`config.mk`:
```
export PLATFORM = sky130hd
export DESIGN_NAME = pci_bus_arbiter
export DESIGN_NICKNAME = d
export VERILOG_FILES = /design/src/rtl/pci_pkg.sv /design/src/rtl/pci_rr_pick.sv /design/src/rtl/pci_bus_arbiter.sv
export SDC_FILE = /design/constraint.sdc
export NUM_CORES = 1
export LEC_CHECK = 0
export ABC_AREA = 1
export CORE_MARGIN = 5
export CORE_UTILIZATION = 50
export CTS_BUF_LIST = sky130_fd_sc_hd__clkbuf_8
export CTS_CLUSTER_SIZE = 40
export DETAILED_ROUTE_END_ITERATION = 16
export PLACE_DENSITY = 0.73
export SLEW_MARGIN = 25
export SYNTH_ARGS = -nofsm -noshare
export SYNTH_HDL_FRONTEND = slang
export SYNTH_SLANG_ARGS = --single-unit
```
`constraint.sdc`:
```
create_clock -name clk -period 4.6 [get_ports clk]
set_input_delay 0.92 -clock clk [delete_from_list [all_inputs] [get_ports clk]]
set_output_delay 0.92 -clock clk [all_outputs]
set_load 0.02 [all_outputs]
```
`src/rtl/pci_pkg.sv`:
```
// pci_pkg: shared definitions for the PCI bus arbiter codebase slice.
//   - arb_state_e : arbiter FSM states (IDLE, GRANT, BUSY)
//   - DEV_ADDR_*  : device address constants already in use on the bus
//   - CBE_*       : C/BE command encodings used by bus agents
package pci_pkg;

    typedef enum logic [1:0] {
        ST_IDLE  = 2'd0,
        ST_GRANT = 2'd1,
        ST_BUSY  = 2'd2
    } arb_state_e;

    localparam logic [7:0] DEV_ADDR_A = 8'hAD;
    localparam logic [7:0] DEV_ADDR_B = 8'hBD;
    localparam logic [7:0] DEV_ADDR_C = 8'hCD;

    localparam logic [3:0] CBE_WRITE = 4'b0100;
    localparam logic [3:0] CBE_READ  = 4'b0001;

endpackage

```
`src/rtl/pci_rr_pick.sv`:
```
// pci_rr_pick: combinational round-robin selector.
// Ports:
//   req_i    [N_DEV]  active-high request vector
//   ptr_i    [log2]   index of the last owner (lowest priority)
//   winner_o [log2]   first requester scanning ptr+1, ptr+2, ... mod N_DEV
//   any_o             high when at least one request is present
module pci_rr_pick #(
    parameter int N_DEV = 3
) (
    input  logic [N_DEV-1:0]         req_i,
    input  logic [$clog2(N_DEV)-1:0] ptr_i,
    output logic [$clog2(N_DEV)-1:0] winner_o,
    output logic                     any_o
);
    localparam int PW = $clog2(N_DEV);

    int            idx;
    logic [PW-1:0] idx_w;

    // Scan from the farthest position back to the nearest; the last hit
    // written is the nearest requester after ptr, which is the winner.
    always_comb begin
        winner_o = '0;
        any_o    = |req_i;
        idx      = 0;
        idx_w    = '0;
        for (int i = N_DEV; i >= 1; i--) begin
            idx = int'(ptr_i) + i;
            if (idx >= N_DEV) begin
                idx = idx - N_DEV;
            end
            idx_w = PW'(idx);
            if (req_i[idx_w]) begin
                winner_o = idx_w;
            end
        end
    end

endmodule

```
`src/rtl/pci_bus_arbiter.sv`:
```
// pci_bus_arbiter: central round-robin arbiter for a shared PCI bus.
// Ports:
//   clk, rst      bus clock, synchronous active-high reset
//   REQ  [N_DEV]  active-low requests from the devices
//   FRAME, IRDY   active-low bus activity, sensed only
//   GNT  [N_DEV]  active-low registered grants, at most one low
//   owner         index of the current or last bus owner
//   owner_vld     high while the owner's transaction is in progress
//   dbg_state_o   current FSM state, for observation only
// Build option: define PCI_ARB_PARK_EN to park the bus on the last owner
// while nobody is requesting.
//
// Handshake: a device requests by holding REQ low; it may start a
// transaction only while its GNT is low and the bus is idle. Dropping REQ
// before FRAME is seen withdraws the request; an unused grant is revoked
// after GNT_TIMEOUT cycles. Once FRAME is seen the transaction runs to the
// next idle-bus sample, even if GNT is taken away for a waiting device.
module pci_bus_arbiter
    import pci_pkg::*;
#(
    parameter int N_DEV       = 3,
    parameter int GNT_TIMEOUT = 16
) (
    input  logic                     clk,
    input  logic                     rst,
    input  logic [N_DEV-1:0]         REQ,
    input  logic                     FRAME,
    input  logic                     IRDY,
    output logic [N_DEV-1:0]         GNT,
    output logic [$clog2(N_DEV)-1:0] owner,
    output logic                     owner_vld,
    output arb_state_e               dbg_state_o
);
    localparam int               PW        = $clog2(N_DEV);
    localparam logic [N_DEV-1:0] ONE       = {{(N_DEV-1){1'b0}}, 1'b1};
    localparam logic [7:0]       TCNT_LAST = 8'(GNT_TIMEOUT - 1);

    arb_state_e       state_q;
    logic [N_DEV-1:0] gnt_q;
    logic [PW-1:0]    ptr_q;
    logic [PW-1:0]    w_q;
    logic [PW-1:0]    owner_q;
    logic [7:0]       tcnt_q;
    logic [7:0]       tcnt_d;
    logic             owner_vld_q;

    logic [N_DEV-1:0] req_act;
    logic             bus_idle;
    logic [PW-1:0]    pick_w;
    logic             pick_any;
    logic [N_DEV-1:0] pick_gnt;
    logic [N_DEV-1:0] w_mask;
    logic             others_req;
    logic             w_req;

    assign req_act    = ~REQ;
    assign bus_idle   = FRAME & IRDY;
    assign pick_gnt   = ~(ONE << pick_w);
    assign w_mask     = ONE << w_q;
    assign others_req = |(req_act & ~w_mask);
    assign w_req      = req_act[w_q];
    assign tcnt_d     = tcnt_q + 8'd1;

    pci_rr_pick #(
        .N_DEV (N_DEV)
    ) u_pick (
        .req_i    (req_act),
        .ptr_i    (ptr_q),
        .winner_o (pick_w),
        .any_o    (pick_any)
    );

`ifdef PCI_ARB_PARK_EN
    logic             parked_q;
    logic [N_DEV-1:0] park_gnt;
    assign park_gnt = ~(ONE << owner_q);
`endif

    always_ff @(posedge clk) begin
        if (rst) begin
            state_q     <= ST_IDLE;
            gnt_q       <= '1;
            ptr_q       <= PW'(N_DEV - 1);
            w_q         <= '0;
            owner_q     <= '0;
            tcnt_q      <= '0;
            owner_vld_q <= 1'b0;
`ifdef PCI_ARB_PARK_EN
            parked_q    <= 1'b0;
`endif
        end else begin
            case (state_q)
                ST_IDLE: begin
`ifdef PCI_ARB_PARK_EN
                    if (parked_q && !FRAME) begin
                        // Parked owner started a transaction: GNT stays low.
                        state_q     <= ST_BUSY;
                        w_q         <= owner_q;
                        owner_vld_q <= 1'b1;
                        parked_q    <= 1'b0;
                    end else if (parked_q && pick_any) begin
                        // Release the parked grant for one all-high cycle
                        // so grants to different devices never overlap.
                        gnt_q    <= '1;
                        parked_q <= 1'b0;
                    end else if (!pick_any) begin
                        gnt_q    <= park_gnt;
                        parked_q <= 1'b1;
                    end else if (bus_idle) begin
                        state_q <= ST_GRANT;
                        w_q     <= pick_w;
                        gnt_q   <= pick_gnt;
                        tcnt_q  <= '0;
                    end else begin
                        gnt_q <= '1;
                    end
`else
                    if (pick_any && bus_idle) begin
                        state_q <= ST_GRANT;
                        w_q     <= pick_w;
                        gnt_q   <= pick_gnt;
                        tcnt_q  <= '0;
                    end else begin
                        gnt_q <= '1;
                    end
`endif
                end
                ST_GRANT: begin
                    tcnt_q <= tcnt_d;
                    // FRAME takes priority over a withdrawn request or timeout.
                    if (!FRAME) begin
                        state_q     <= ST_BUSY;
                        owner_q     <= w_q;
                        owner_vld_q <= 1'b1;
                    end else if (!w_req) begin
                        state_q <= ST_IDLE;
                        gnt_q   <= '1;
                    end else if (tcnt_q == TCNT_LAST) begin
                        // Timed-out device drops to lowest priority.
                        state_q <= ST_IDLE;
                        gnt_q   <= '1;
                        ptr_q   <= w_q;
                    end
                end
                ST_BUSY: begin
                    if (bus_idle) begin
                        state_q     <= ST_IDLE;
                        ptr_q       <= w_q;
                        owner_vld_q <= 1'b0;
                        gnt_q       <= '1;
                    end else if (others_req) begin
                        // Early release lets the next owner be picked as
                        // soon as the bus goes idle; never re-asserted here.
                        gnt_q <= '1;
                    end
                end
                default: begin
                    state_q <= ST_IDLE;
                    gnt_q   <= '1;
                end
            endcase
        end
    end

    assign GNT         = gnt_q;
    assign owner       = owner_q;
    assign owner_vld   = owner_vld_q;
    assign dbg_state_o = state_q;

endmodule
```
==> key figures, run 1 <==
Setup path
  – Max incr delay on CP: 0.64 ns
  – WP depth: 1
  – R2R setup slack: 2.88 ns
  – Worst r2r src: ptr_q[0]
  – CP max stage cell: clkdlybuf4s50_1
  – Cell family with most CP delay: buffers and inverters
  – CP required: 3.68 ns
  – CP Launch Type: register
  – CP arrival: 1.33 ns
  – Critical path, cell by cell: clkdlybuf4s50_1
  – Worst Path Max Fanout: 4
  – Critical Path End: dbg_state_o[0]
  – Kind of critical path: register to output pin
  – Capturing point of the worst reg2reg path: GNT[1]
  – Worst path buffer plus inverter count: 1
  – Setup crit end kind: output pin
  – Worst reg2reg path depth: 12
  – Critical path launch point: dbg_state_o[0]

Cells and area
  – Layout overhead on the synthesized area: 19.2%
  – Design Area, Final: 1410 um^2
  – Layout cells sized above 1: between 10% and 20%
  – FF+latch area: 400 um^2
  – N_diodes: 0
  – Multi-input combinational cell area: ~690 um^2
  – Nets@finish: 207
  – Fill cells: 221

Clock network
  – H-tree depth: 1
  – CTS tree: yes
  – Clock buffer depth: 2
  – CTS resizes: 0
  – Clock transition at path regs: 0.07 ns
  – Hold_buf cts: 0
  – Sink Count: 20
  – CTS Buf Count: 3
  – Setup Fix Bufs, Post-CTS: 0
  – Clock insertion delay at the later pin of the skew report: 0.26 ns
  – Root Buffer Master: clkbuf_8

STA
  – RSZ-0062 raised after global routing: false
  – Final Skew: around 0.0011 ns
  – Final setup viols: 0
  – Minimum period implied by the final worst setup slack: 2.25 ns
  – Final max-slew violation count: 0
  – Period utilization: 48.9%
  – Final Hold Fails: 0
  – Hold_ws: 0.467 ns
  – F_max: 445 MHz
  – Worst-Margin Slew: 0.405 ns
  – Slew margin rel.: between 70% and 80%
  – Setup_tns: 0 ns

Synthesis
  – Post-synthesis cell area: 1180 um^2
  – Distinct cells, synth: 27
  – Synthesis warning total: 0
  – Sequential area share after synthesis: between 30% and 40%
  – Cells after Synth: 178
  – Post-synth EDFFs: 0
  – Synthesized area per cell: roughly 6.6 um^2
  – Ys async rst share: 0%
  – Synth Net Count: ~190
  – FF+latch count, synth: 20
  – Ys flop type: dfxtp_1

Drt
  – Drt wl/cell: approximately 12 um
  – Drt via density: 5.17
  – Post-Route WL: 2620 um
  – TritonRoute pass-1 iters: 5
  – DRC: 0
  – Initial DRC count: 32
  – Vias after detailed routing: 1154
  – Antenna violation net count after detailed routing: 0

Power and ir drop
  – Static leakage: 0.629 nW
  – Sequential Power Share: about half
  – Cell Int Power: between 200 and 300 uW
  – Switching Share: about a quarter
  – Switch Pwr: around 98 uW
  – Max VDD drop: 0.000224 V
  – Pwr/cell area: 267 nW/um^2
  – Clk network pwr share: 35.7%
  – Part of the power in combinational logic: 15.5%

Floorplan
  – Die area: between 3000 and 4000 um^2
  – Die W: around 59 um
  – Core area: 2230 um^2
  – Num rows: 17
  – Die height: 58.6 um
  – Initial Util: between 50% and 60%
  – Io pins: 15

Run status
  – Status: complete, no violations

Placed design
  – PortBufs: 14
  – Detailed Place HPWL: 1990 um
  – Post-DP Area: 1350 um^2
  – Placer Congestion: a little under 0.8

Min path
  – Worst Hold Class: register to register

Global routing
  – Vias in the first global route: 1056
  – Largest net degree at the start of global routing: 12
  – First-pass GRT wire length: 4440 um
  – Total GRT Usage: ~17%
  – Initial antenna violation count: 0
  – Global route overflow: 0

Run
  – Max Cap Viol: 0
==> layer usage <==
layer	vias up	global-route usage, %	wire [um]
li1	606	-	-
met1	513	21.6	1290
met2	30	27.6	1170
met3	5	3.51	117
met4	0	5.96	37
met5	-	0	0
==> layout by cell type (no fill, tap or decap), drive strengths merged, types with 2 or more instances in the layout <==
| cell type | synthesis | layout |
|---|---|---|
| nand2 | 60 | 60 |
| inv | 21 | 21 |
| clkbuf | 1 | 4 |
| nand3 | 18 | 18 |
| clkdlybuf4s50 | 0 | 14 |
| dfxtp | 20 | 20 |
| nor2 | 18 | 18 |
| ha | 4 | 4 |
| nand3b | 3 | 3 |
| o21ai | 3 | 3 |
| o21bai | 2 | 2 |
| nor3 | 3 | 3 |
| a21oi | 17 | 17 |
| clkinv | 2 | 2 |
==> power by group through the flow <==
stage / Combinational [mW] / Sequential, mW / Clock [mW]
finish: 0.0580 / 0.183 / 0.134
global route: 0.0648 / 0.184 / 0.148
CTS: 0.0580 / 0.183 / 0.137
detailed placement: 0.0574 / 0.187 / 0
global placement: 0.0563 / 0.187 / 0
floorplan: 0.0331 / 0.190 / 0
==> layout make-up <==
class | instances | area share, %
Tap cell | 28 | 2.49
Inverter | 23 | 6.14
Sequential cell | 20 | 28.5
Clock buffer | 4 | 3.92
Multi-Input combinational cell | 134 | 49.0
Timing Repair Buffer | 14 | 9.97
==> through the flow <==
step	total power, mW	std cells	setup WS, ns	util (%)
final	0.375	223	2.35	62.9
after global routing	0.396	223	2.29	62.9
after CTS	0.378	223	2.34	62.9
after detailed placement	0.245	219	2.25	60.4
after global placement	0.244	219	2.25	60.4
after floorplan	0.223	178	2.90	-
==> sequential cells by signal (all words and copies together), names as in the netlist <==
name	flops
tcnt_q	8
owner	2
owner_vld	1
GNT	3
ptr_q	2
w_q	2
dbg_state_o	2
==> worst min-delay path by stage <==
stage                    from         to  slack [ns]  depth (start not counted)
global route        owner_vld  owner_vld        0.50                          2
floorplan            ptr_q[1]   ptr_q[1]        0.45                          2
global placement    owner_vld  owner_vld        0.46                          2
finish              owner_vld  owner_vld        0.47                          2
CTS                 owner_vld  owner_vld        0.47                          2
detailed placement  owner_vld  owner_vld        0.46                          2
==> synth_stat cells (2+ instances only) <==
library cell,n,area [um^2]
clkinv_1,2,7.51
nand3_1,17,85.1
o21bai_1,2,15.0
inv_2,9,33.8
nor2_2,4,25.0
o21ai_0,3,15.0
nor2_1,12,45.0
dfxtp_1,20,400
ha_1,4,50.1
nor3_1,2,10.0
nand2_2,6,37.5
nand3b_1,3,22.5
a21oi_1,16,80.1
inv_1,12,45.0
nor2_4,2,22.5
nand2_1,53,199
==> logic make-up (layout without fill, tap and decap cells) <==
kind of cell	count (synthesis)	count (layout)	share of synthesized area [%]
simple gates	105	105	42.1
compound gates	24	24	11.3
buf+inv	24	41	7.64
flops	20	20	34.0
fa+ha+maj	4	4	4.25
xor+xnor	1	1	0.743
Power figures use the tool's default switching activity.
==> run 2: changes to the inputs <==
Settings changed: PLACE_DENSITY 0.73 to 0.76.
Clock period 4.6 ns to 2 ns, I/O delays scaled along.
==> run 2 against run 1 <==
Final cell count grew 0.90%. Register-to-register slack got worse by 2.6 ns. First-iteration DRC count rose by 22%. Combinational power up 140%. Largest power group unchanged.
==> key figures, run 2 (synthesized netlist as in run 1, its figures left out) <==
STA
  – Minimum period implied by the final worst setup slack: 1.76 ns
  – Worst-Margin Slew: 0.282 ns (-0.124 ns)
  – Final setup viols: 0 (unchanged)
  – Slew margin rel.: 81.2% (+8.3 points)
  – Final max-slew violation count: 0 (unchanged)
  – Setup_tns: 0 ns (unchanged)
  – Final Skew: 0.00395 ns (+0.00285 ns)
  – Final Hold Fails: 0 (unchanged)
  – RSZ-0062 raised after global routing: false
  – Period utilization: 87.9%
  – F_max: 569 MHz

Setup path
  – Setup crit end kind: output pin
  – Cell family with most CP delay: buffers and inverters
  – Max incr delay on CP: 0.65 ns (about the same)
  – Worst Path Max Fanout: 4 (unchanged)
  – CP max stage cell: clkdlybuf4s50_1
  – Critical path launch point: dbg_state_o[0]
  – CP Launch Type: register
  – Critical path, cell by cell: clkdlybuf4s50_1
  – Kind of critical path: register to output pin
  – Worst path buffer plus inverter count: 1 (unchanged)
  – CP required: 1.60 ns (-2.08 ns)
  – CP arrival: 1.36 ns (+0.03 ns)
  – Worst r2r src: ptr_q[0]

Clock network
  – Hold_buf cts: 0 (unchanged)
  – CTS resizes: 0 (unchanged)
  – Clock transition at path regs: 0.08 ns (about the same)
  – CTS tree: yes
  – Clock buffer depth: 2 (unchanged)
  – Sink Count: 20 (unchanged)
  – CTS Buf Count: 3 (unchanged)
  – Clock insertion delay at the later pin of the skew report: 0.27 ns (about the same)
  – Setup Fix Bufs, Post-CTS: 0 (unchanged)
  – Root Buffer Master: clkbuf_8
  – H-tree depth: 1 (unchanged)

Power and ir drop
  – Static leakage: 0.646 nW (+2.6%)
  – Clk network pwr share: 42.7% (+7.0 points)
  – Sequential Power Share: 43.2% (-5.6 points)
  – Cell Int Power: 732 uW (+160%)
  – Max VDD drop: 0.000557 V (+150%)
  – Part of the power in combinational logic: 14.0% (-1.5 points)
  – Pwr/cell area: 679 nW/um^2 (+150%)
  – Switching Share: 25.0% (-1.1 points)
  – Switch Pwr: 244 uW (+150%)

Drt
  – Post-Route WL: 2670 um (+2.0%)
  – Antenna violation net count after detailed routing: 0 (unchanged)
  – Vias after detailed routing: 1190 (+3.1%)
  – Drt via density: 5.29 (+2.2%)
  – DRC: 0 (unchanged)
  – Drt wl/cell: 11.9 um (+1.1%)
  – Initial DRC count: 39 (+22%)
  – TritonRoute pass-1 iters: 4 (-1)

Global routing
  – Total GRT Usage: 16.9% (+0.12 points)
  – Vias in the first global route: 1017 (-3.7%)
  – Global route overflow: 0 (unchanged)
  – Largest net degree at the start of global routing: 13 (+1)
  – Initial antenna violation count: 0 (unchanged)
  – First-pass GRT wire length: 4490 um (+1.2%)

Placed design
  – PortBufs: 14 (unchanged)
  – Post-DP Area: 1370 um^2 (+1.1%)
  – Detailed Place HPWL: 2030 um (+1.8%)
  – Placer Congestion: 0.855 (+10%)

Floorplan
  – Die area: 3430 um^2 (unchanged)
  – Core area: 2230 um^2 (unchanged)
  – Io pins: 15 (unchanged)
  – Num rows: 17 (unchanged)
  – Die W: 58.6 um (unchanged)
  – Initial Util: 52.8% (unchanged)
  – Die height: 58.6 um (unchanged)

Cells and area
  – Max reg flops: 8 (unchanged)
  – Layout overhead on the synthesized area: 21.9%
  – Nets@finish: 209 (+0.97%)
  – Layout cells sized above 1: 16.2% (+0.86 points)
  – Most frequent cells in the layout: 53 x nand2_1, 20 x dfxtp_1, 17 x nand3_1
  – Design Area, Final: 1440 um^2 (+2.2%)
  – N_diodes: 0 (unchanged)
  – Most common cell after layout, fill and taps aside: nand2_1
  – Fill cells: 196 (-11%)
  – Most flops, register: tcnt_q

Min path
  – Worst Hold Class: register to register
  – Hold path startpoint: owner_vld

Run
  – Max Cap Viol: 0 (unchanged)

Run status
  – Status: complete, no violations
## run 2: through the flow
stage                     power, mW  hold WS [ns]  util [%]  setup slack, ns  instances
after floorplan               0.514         0.453         -            0.509        178
after detailed placement      0.567         0.460      61.1            0.215        221
after global routing           1.01         0.496      64.3            0.167        225
after CTS                     0.980         0.472      64.3            0.225        225
final                         0.976         0.473      64.3            0.241        225
after global placement        0.563         0.450      61.1            0.286        221
## run 2: final cells by class
| cell class | count | area, um^2 | share of cell area (%) |
|---|---|---|---|
| clock buffers | 3 | 41.3 | 2.87 |
| flip-flops and latches | 20 | 400 | 27.9 |
| well taps | 28 | 35.0 | 2.44 |
| inverters | 23 | 86.3 | 6.01 |
| repair buffers | 16 | 155 | 10.8 |
| multi-input cells | 134 | 688 | 47.9 |
| clock inverters | 1 | 30.0 | 2.09 |
## run 2: path summary, 6_finish.rpt
| check | cells after the start | endpoint | slack [ns] |
|---|---|---|---|
| max | 1 | dbg_state_o[0] | 0.24 |
| max reg2reg | 12 | GNT[1] | 0.28 |
| min | 2 | owner_vld | 0.47 |
| min reg2reg | 2 | owner_vld | 0.47 |
## run 2: routing by layer
metal / up-vias / GRT usage, % / part of all wire (%)
met5: - / 0 / 0
met4: 0 / 7.95 / 2.0
met3: 5 / 3.51 / 8.5
met2: 41 / 26.5 / 45
met1: 535 / 22.0 / 44
li1: 609 / - / -
## run 2: worst register-to-register path: cells and delay by family, from the launching register on
family / cells / cell delay (ns)
and+or+nand+nor: 8 / 0.57
DFF: 1 / 0.40
adders and majority gates: 1 / 0.39
buffers and inverters: 3 / 0.25
## run 2: power by group through the flow
stage	sequential, mW	combinational, mW	clock, mW
6_report	0.422	0.137	0.417
5_1_grt	0.424	0.151	0.438
4_1_cts	0.421	0.137	0.422
3_5_place_dp	0.431	0.136	0
3_3_place_gp	0.430	0.133	0
2_1_floorplan	0.438	0.0760	0
